--- src/rtl/cirno9_iob_pkg.sv ---
`default_nettype none
// ============================================================================
// cirno9_iob_pkg : shared state encoding and field widths for the iob arbiter
// Revision: 1.0
// ============================================================================
package cirno9_iob_pkg;

  localparam int ADR_W = 32;
  localparam int WEN_W = 4;
  localparam int DAT_W = 32;

  localparam logic [DAT_W-1:0] IOB_ERR_DATA = 32'hDEAD_BEEF;

  typedef enum logic [1:0] {
    ST_IDLE = 2'd0,
    ST_BUSY = 2'd1,
    ST_ERR  = 2'd2
  } iob_state_t;

endpackage
`default_nettype wire

--- src/rtl/cirno9_iob_rr2.sv ---
`default_nettype none
// ============================================================================
// cirno9_iob_rr2 : 2-way round-robin picker, a tie goes to the master not served last
// Revision: 1.0
// ============================================================================
module cirno9_iob_rr2 (
  input  logic [1:0] i_req,
  input  logic       i_last,
  output logic       o_gnt,
  output logic       o_any
);

  assign o_any = |i_req;
  assign o_gnt = (i_req == 2'b11) ? ~i_last : i_req[1];

endmodule
`default_nettype wire

--- src/rtl/cirno9_iob_arb.sv ---
`default_nettype none
// ============================================================================
// cirno9_iob_arb : two-master round-robin arbiter for the iob bus with timeout watchdog
// Revision: 1.0
// ============================================================================
module cirno9_iob_arb
  import cirno9_iob_pkg::*;
#(
  parameter int               TIMEOUT  = 16,
  parameter logic [DAT_W-1:0] ERR_DATA = IOB_ERR_DATA,
  parameter int               CNT_W    = 8
) (
  input  logic             clk,
  input  logic             rst_n,

  input  logic             m0_iob_val,
  output logic             m0_iob_rdy,
  input  logic [ADR_W-1:0] m0_iob_adr,
  input  logic [WEN_W-1:0] m0_iob_wen,
  input  logic [DAT_W-1:0] m0_iob_wdat,
  output logic [DAT_W-1:0] m0_iob_rdat,

  input  logic             m1_iob_val,
  output logic             m1_iob_rdy,
  input  logic [ADR_W-1:0] m1_iob_adr,
  input  logic [WEN_W-1:0] m1_iob_wen,
  input  logic [DAT_W-1:0] m1_iob_wdat,
  output logic [DAT_W-1:0] m1_iob_rdat,

  output logic             iob_val,
  input  logic             iob_rdy,
  output logic [ADR_W-1:0] iob_adr,
  output logic [WEN_W-1:0] iob_wen,
  output logic [DAT_W-1:0] iob_wdat,
  input  logic [DAT_W-1:0] iob_rdat,

  output logic             tout_err,
  output logic [ADR_W-1:0] tout_adr
);

  localparam logic [CNT_W-1:0] c_CNT_LAST = CNT_W'(TIMEOUT - 1);
  localparam logic [CNT_W-1:0] c_CNT_ONE  = CNT_W'(1);

  iob_state_t       r_state, w_state_nx;
  logic             r_gnt, w_gnt_nx;
  logic             r_last, w_last_nx;
  logic [CNT_W-1:0] r_cnt, w_cnt_nx;
  logic [ADR_W-1:0] r_tout_adr, w_tout_adr_nx;

  logic             w_pick;
  logic             w_any;
  logic             w_gval;
  logic             w_busy;
  logic             w_err;
  logic             w_done;
  logic [DAT_W-1:0] w_rdat;

  cirno9_iob_rr2 u_rr2 (
    .i_req  ({m1_iob_val, m0_iob_val}),
    .i_last (r_last),
    .o_gnt  (w_pick),
    .o_any  (w_any)
  );

  always_ff @(posedge clk or negedge rst_n) begin
    if (!rst_n) begin
      r_state    <= ST_IDLE;
      r_gnt      <= 1'b0;
      r_last     <= 1'b1;
      r_cnt      <= '0;
      r_tout_adr <= '0;
    end else begin
      r_state    <= w_state_nx;
      r_gnt      <= w_gnt_nx;
      r_last     <= w_last_nx;
      r_cnt      <= w_cnt_nx;
      r_tout_adr <= w_tout_adr_nx;
    end
  end

  // Payload always follows the registered grant; only iob_val is gated by state.
  assign w_gval   = r_gnt ? m1_iob_val  : m0_iob_val;
  assign iob_adr  = r_gnt ? m1_iob_adr  : m0_iob_adr;
  assign iob_wen  = r_gnt ? m1_iob_wen  : m0_iob_wen;
  assign iob_wdat = r_gnt ? m1_iob_wdat : m0_iob_wdat;

  always_comb begin
    w_state_nx    = r_state;
    w_gnt_nx      = r_gnt;
    w_last_nx     = r_last;
    w_cnt_nx      = r_cnt;
    w_tout_adr_nx = r_tout_adr;
    case (r_state)
      ST_IDLE: begin
        if (w_any) begin
          w_state_nx = ST_BUSY;
          w_gnt_nx   = w_pick;
          w_cnt_nx   = '0;
        end
      end
      ST_BUSY: begin
        if (iob_rdy) begin
          w_last_nx  = r_gnt;
          w_state_nx = ST_IDLE;
        end else if (w_gval) begin
          w_cnt_nx = r_cnt + c_CNT_ONE;
          if (r_cnt == c_CNT_LAST) begin
            w_state_nx    = ST_ERR;
            w_tout_adr_nx = iob_adr;
          end
        end else begin
          // requester withdrew mid-transaction: abandon without touching fairness
          w_state_nx = ST_IDLE;
        end
      end
      ST_ERR: begin
        w_last_nx  = r_gnt;
        w_state_nx = ST_IDLE;
      end
      default: begin
        w_state_nx = ST_IDLE;
      end
    endcase
  end

  assign w_busy = (r_state == ST_BUSY);
  assign w_err  = (r_state == ST_ERR);
  assign w_done = (w_busy & iob_rdy) | w_err;
  assign w_rdat = w_err ? ERR_DATA : iob_rdat;

  assign iob_val     = w_busy & w_gval;
  assign m0_iob_rdy  = w_done & ~r_gnt;
  assign m1_iob_rdy  = w_done & r_gnt;
  assign m0_iob_rdat = m0_iob_rdy ? w_rdat : '0;
  assign m1_iob_rdat = m1_iob_rdy ? w_rdat : '0;
  assign tout_err    = w_err;
  assign tout_adr    = r_tout_adr;

endmodule
`default_nettype wire

--- config.mk ---
export PLATFORM = sky130hd
export DESIGN_NAME = cirno9_iob_arb
export DESIGN_NICKNAME = d
export VERILOG_FILES = /design/src/rtl/cirno9_iob_pkg.sv /design/src/rtl/cirno9_iob_rr2.sv /design/src/rtl/cirno9_iob_arb.sv
export SDC_FILE = /design/constraint.sdc
export NUM_CORES = 1
export LEC_CHECK = 0
export ABC_AREA = 1
export ABC_CLOCK_PERIOD_IN_PS = 1700
export CAP_MARGIN = 20
export CORE_AREA = 2 2 134 136
export CTS_CLUSTER_DIAMETER = 200
export DETAILED_ROUTE_END_ITERATION = 12
export DIE_AREA = 0 0 136 138
export GPL_ROUTABILITY_DRIVEN = 0
export GPL_TIMING_DRIVEN = 0
export SLEW_MARGIN = 10
export SYNTH_ARGS = -nofsm -noshare
export SYNTH_HDL_FRONTEND = slang
export SYNTH_SLANG_ARGS = --single-unit
export TNS_END_PERCENT = 20
--- constraint.sdc ---
create_clock -name clk -period 1.7 [get_ports clk]
set_input_delay 0.51 -clock clk [delete_from_list [all_inputs] [get_ports clk]]
set_output_delay 0.51 -clock clk [all_outputs]
set_load 0.01 [all_outputs]
After elaboration in Yosys (flattened, before gate mapping)
Index checks and enable logic that the tools add are counted.
- register bits after elaboration: 44
- input port bits: 173
- output and inout port bits: 168
- word-level logic and storage cells: 51
- $add $sub $neg: 1
- equality and inequality tests: 9
- mux-type cells: 19
- bitwise gates (word level): 8
- reductions and logical operators: 9
- operator list (kind ; number):
    $mux W32 ; 5
    $mux W8 ; 3
    $pmux W8 S2 ; 1
    $add A8 B1 Y8 const B ; 1
    $eq A8 B4 Y1 const B ; 1
    $mux W2 ; 4
    $reduce_and A4 Y1 ; 2
    $ne A2 B2 Y1 const B ; 3
    $reduce_and A2 Y1 ; 3
    $and A1 B1 Y1 ; 4
    $eq A2 B2 Y1 const B ; 2
    $mux W4 ; 1
    $ne A4 B3 Y1 const B ; 1
    $pmux W2 S2 ; 1
    $reduce_bool A2 Y1 ; 2
    $mux W1 ; 3
    $not A1 Y1 ; 3
    $eq A2 B1 Y1 const B ; 1
    $logic_not A2 Y1 ; 1
    $ne A2 B1 Y1 const B ; 1
    $pmux W1 S2 ; 1
    $reduce_or A2 Y1 ; 1
    $or A1 B1 Y1 ; 1

Logic depth before layout (Yosys ltp)
- depth in word-level cells: 5
- mapped depth: 9
- mapped depth without buffers: 8

Cells and area by module
From an unflattened synthesis, not the netlist that was laid out.
- cells, all modules: 575
- area, all modules: 3453.3 µm²
- by module, submodules not included (module ; instances ; cells each ; area each (µm²) ; sequential area each (µm²)):
    cirno9_iob_arb ; 1 ; 572 ; 3438.3 ; 1102.3
    cirno9_iob_rr2 ; 1 ; 3 ; 15.0 ; 0.0

Worst setup path before layout
Ideal clock, no wire load.
- path type: input-to-output
- start point: input iob_rdy
- end point: output m0_iob_rdat[14]
- arrival time: 1.229 ns
- required time: 1.190 ns
- setup slack: -0.039 ns
- cell stages on the path: 5
- buffers on the path: 1
- cells stage by stage: nand3_1 -> nand2_1 -> nand2_1 -> buf_2 -> nor3_1
- cells in the longest elaborated chain, start to end: 4
- RTL lines (item ; line ; text):
    start: declaration ; cirno9_iob_arb.sv:31 ; input logic iob_rdy,
    $and A1 B1 Y1 ; cirno9_iob_arb.sv:128 ; assign w_done = (w_busy & iob_rdy) | w_err;
    $or A1 B1 Y1 ; cirno9_iob_arb.sv:128 ;
    $and A1 B1 Y1 ; cirno9_iob_arb.sv:132 ; assign m0_iob_rdy = w_done & ~r_gnt;
    $mux W32 ; cirno9_iob_arb.sv:134 ; assign m0_iob_rdat = m0_iob_rdy ? w_rdat : '0;
    end: declaration ; cirno9_iob_arb.sv:21 ; output logic [DAT_W-1:0] m0_iob_rdat,
No other way between the ends.

Worst setup path in the final report
- start point: input iob_rdy
- end point: output m1_iob_rdat[26]
- cells in the longest elaborated chain, start to end: 4
- RTL lines (item ; line ; text):
    $and A1 B1 Y1 ; cirno9_iob_arb.sv:128 ;
    $or A1 B1 Y1 ; cirno9_iob_arb.sv:128 ;
    $and A1 B1 Y1 ; cirno9_iob_arb.sv:133 ; assign m1_iob_rdy = w_done & r_gnt;
    $mux W32 ; cirno9_iob_arb.sv:135 ; assign m1_iob_rdat = m1_iob_rdy ? w_rdat : '0;
    end: declaration ; cirno9_iob_arb.sv:28 ; output logic [DAT_W-1:0] m1_iob_rdat,
No other way between the ends.

==> results.sh <==
export IMPL_power_density_nw_per_um2=975
export IMPL_syn_inst=560
export IMPL_critPathKind="in -> out"
export IMPL_grt_pass1_vias=4807
export IMPL_place_ws_ns=-1.30
export IMPL_clock_sinks=44
export IMPL_maxCapViolations=0
export IMPL_vias=4920
export IMPL_area_delta_synth_final_pct=131
export IMPL_ys_ff_latch=44
export IMPL_synth_yosys_seq_area_share=0.330
export IMPL_wirelength_microns=18000
export IMPL_min_period_over_period=1.22
export IMPL_wire_per_inst_microns=15.7
export IMPL_fmax_mhz=482
export IMPL_postRouteAntennaNets=0
export IMPL_grt_antenna_before_repair=1
export IMPL_startpoint_type="primary input"
export IMPL_utilization=0.440
export IMPL_period_needed_ns=2.08
export IMPL_crit_arrival_ns=1.57
export IMPL_htreeDepth=2
export IMPL_hold_class="in -> async"
export IMPL_p_clk_frac=0.125
export IMPL_swShare=0.440
export IMPL_cts_hold_buffers=0
export IMPL_first_iter_violations=160
export IMPL_status="complete, but fails checks"
export IMPL_die_height_microns=138
export IMPL_grt_remaining_overflow=0
export IMPL_drcViolationCount=0
export IMPL_tightest_slew_ns=0.424
export IMPL_grt_pass1_wl_microns=26000
export IMPL_p_int_mw=4.21
export IMPL_dp_hpwl_microns=14200
export IMPL_cts_root_buffer="clkbuf_16"
export IMPL_violations="negative setup slack"
export IMPL_seqCellArea_sq_um=1100
export IMPL_syn_nets=734
export IMPL_fillers=1810
export IMPL_ir_drop_v=0.000629
export IMPL_timing_final_max_slew_violations=0
export IMPL_hold_viol=0
export IMPL_track_usage=0.180
export IMPL_final_setup_skew_ns=0.00693
export IMPL_cts_tree="yes"
export IMPL_initial_core_util=0.191
export IMPL_finalWorstSetupSlack_ns=-0.376
export IMPL_relSlewSlack=0.717
export IMPL_setup_viol=136
export IMPL_combPwrFrac=0.720
export IMPL_power_frac_seq=0.155
export IMPL_clkSlewWorstSetupHoldPaths_ns=0.06
export IMPL_final_area_sq_um=7710
export IMPL_cts_path_max_buffers=2
export IMPL_detail_route_vias_per_cell=4.27
export IMPL_synth_warnings=0
export IMPL_end_kind="primary output"
export IMPL_core_region_area_sq_um=17500
export IMPL_drive_gt1_frac=0.322
export IMPL_nets=1094
export IMPL_grt_max_degree=29
export IMPL_p_sw_mw=3.31
export IMPL_synthDistinctLibCells=29
export IMPL_syn_avg_cell_area_sq_um=5.97
export IMPL_die_area_sq_um=18800
export IMPL_grt_setup_unrepaired="yes"
export IMPL_rows=49
export IMPL_total_leakage_power_nw=4.56
export IMPL_crit_fanout=7
export IMPL_syn_area_sq_um=3340
export IMPL_multi_input_area_sq_um=2290
export IMPL_hold_slack_ns=0.151
export IMPL_die_w_microns=136
export IMPL_dr_pass1_iters=4
export IMPL_cp_data_required_time_ns=1.19
export IMPL_clk_latency_ns=0.29
export IMPL_cts_inserted_buffers=5
export IMPL_ioPinCount=341
export IMPL_place_area_sq_um=7050
export IMPL_io_buffers=340
## synthesized netlist by cell type
| master | count | share of area |
|---|---|---|
| nand2_1 | 298 | 0.33 |
| a21oi_1 | 48 | 0.072 |
| inv_1 | 45 | 0.051 |
| dfrtp_1 | 43 | 0.32 |
| o21ai_0 | 31 | 0.046 |
| nor3_1 | 17 | 0.025 |
| buf_2 | 15 | 0.022 |
| clkbuf_1 | 12 | 0.013 |
| nand2_2 | 7 | 0.013 |
| nor2_1 | 7 | 0.0079 |
| o21ai_1 | 7 | 0.010 |
| nand3_1 | 6 | 0.0090 |
| clkbuf_2 | 4 | 0.0060 |
| buf_6 | 3 | 0.010 |
| o21bai_1 | 2 | 0.0045 |
| xor2_1 | 2 | 0.0052 |
| buf_1 | 1 | 0.0011 |
| buf_12 | 1 | 0.0060 |
| clkinv_1 | 1 | 0.0011 |
| clkinv_2 | 1 | 0.0015 |
| dfstp_2 | 1 | 0.0079 |
| ha_1 | 1 | 0.0037 |
| inv_2 | 1 | 0.0011 |
| nand3_2 | 1 | 0.0030 |
| nand3_4 | 1 | 0.0052 |
| nand3b_4 | 1 | 0.0060 |
| nand4_1 | 1 | 0.0019 |
| nor2_8 | 1 | 0.0060 |
| xnor2_1 | 1 | 0.0026 |
## metrics by stage
stage / cells / total power, mW / TNS [ns]
floorplan: 560 / 3.13 / -0.436
global placement: 1129 / 5.92 / -188.34
detailed placement: 1130 / 5.90 / -133.32
CTS: 1144 / 7.19 / -40.19
global route: 1151 / 8.04 / -47.49
finish: 1151 / 7.51 / -38.57
## registers in the layout, summed over array words and instances (netlist names)
name and cells:
tout_adr 32, r_state 2, r_gnt 1, r_last 1
r_cnt 8
## power by group through the flow
stage	clock (mW)	sequential, mW	combinational [mW]
final	0.942	1.17	5.41
after global routing	1.01	1.17	5.86
after CTS	0.977	1.16	5.05
after detailed placement	0	1.16	4.74
after global placement	0	1.16	4.76
after floorplan	0	1.16	1.98
## worst max-delay path, stage by stage
cell             delay, ns
clkdlybuf4s15_1       0.28
nand3_4               0.13
nand2_8               0.11
nand2_8               0.09
clkbuf_16             0.17
a21oi_1               0.12
buf_2                 0.15
## logic make-up (layout without fill, tap and decap cells)
family / after synthesis / in the layout / synth area share
AND/OR/NAND/NOR: 340 / 340 / 0.412
AO/OA/AOI/OAI: 88 / 88 / 0.133
buffers and inverters: 84 / 445 / 0.113
flip-flops: 44 / 44 / 0.330
XOR/XNOR: 3 / 3 / 0.00786
adder cells (fa/ha/maj): 1 / 1 / 0.00374
other: 0 / 1 / 0
## metal layers
metal	part of all wire	vias to the layer above	global-route usage
met5	0	-	0
met4	0.021	0	0.0652
met3	0.084	20	0.0451
met2	0.54	235	0.347
met1	0.35	2211	0.182
li1	-	2454	-
## final cells by class
class	count	share of cell area
Tap cell	229	0.0372
Clock buffer	7	0.0172
Buffer	36	0.0580
Antenna cell	1	0.000325
Inverter	48	0.0269
Timing Repair Buffer	353	0.420
Multi-Input combinational cell	432	0.297
Sequential cell	44	0.143
Clock inverter	1	0.000649
## cell usage in the layout (no fill, tap or decap), types with 5 or more instances in the layout
master and n:
nor3_2 10, buf_4 8, buf_12 6, nor2_1 7, buf_8 10, dfrtp_1 42, o21ai_1 7, nand3_1 5
nand2_1 253, a21oi_1 19, inv_1 42, dlymetal6s2s_1 30, nand2_2 45, buf_2 98, clkbuf_8 5, buf_6 40
a21oi_4 6, o21ai_0 31, clkbuf_16 8, clkdlybuf4s50_1 170, clkbuf_2 8, a21oi_2 23
## timing repair
item | 4_1_cts | 5_1_grt
setup buffers | 4 | 4
gates cloned | 2 | 2
resized for setup | 656 | 145
setup endpoints to repair | 187 | 191
pin swaps | 2 | 4
## worst paths after layout
| check | from | slack [ns] | cells past startpoint | end |
|---|---|---|---|---|
| min reg2reg | tout_adr[30]$_DFFE_PN0P_ | 0.47 | 2 | tout_adr[30]$_DFFE_PN0P_ |
| min | rst_n | 0.15 | 1 | tout_adr[25]$_DFFE_PN0P_ |
| max in group asynchronous | rst_n | 0.98 | 2 | r_last$_DFFE_PN1P_ |
| max | iob_rdy | -0.38 | 7 | m1_iob_rdat[26] |
| min in group clk | tout_adr[30]$_DFFE_PN0P_ | 0.47 | 2 | tout_adr[30]$_DFFE_PN0P_ |
| max reg2reg | r_gnt$_DFFE_PN0P_ | 0.07 | 8 | tout_adr[5]$_DFFE_PN0P_ |
(Power assumes the default switching activity.)
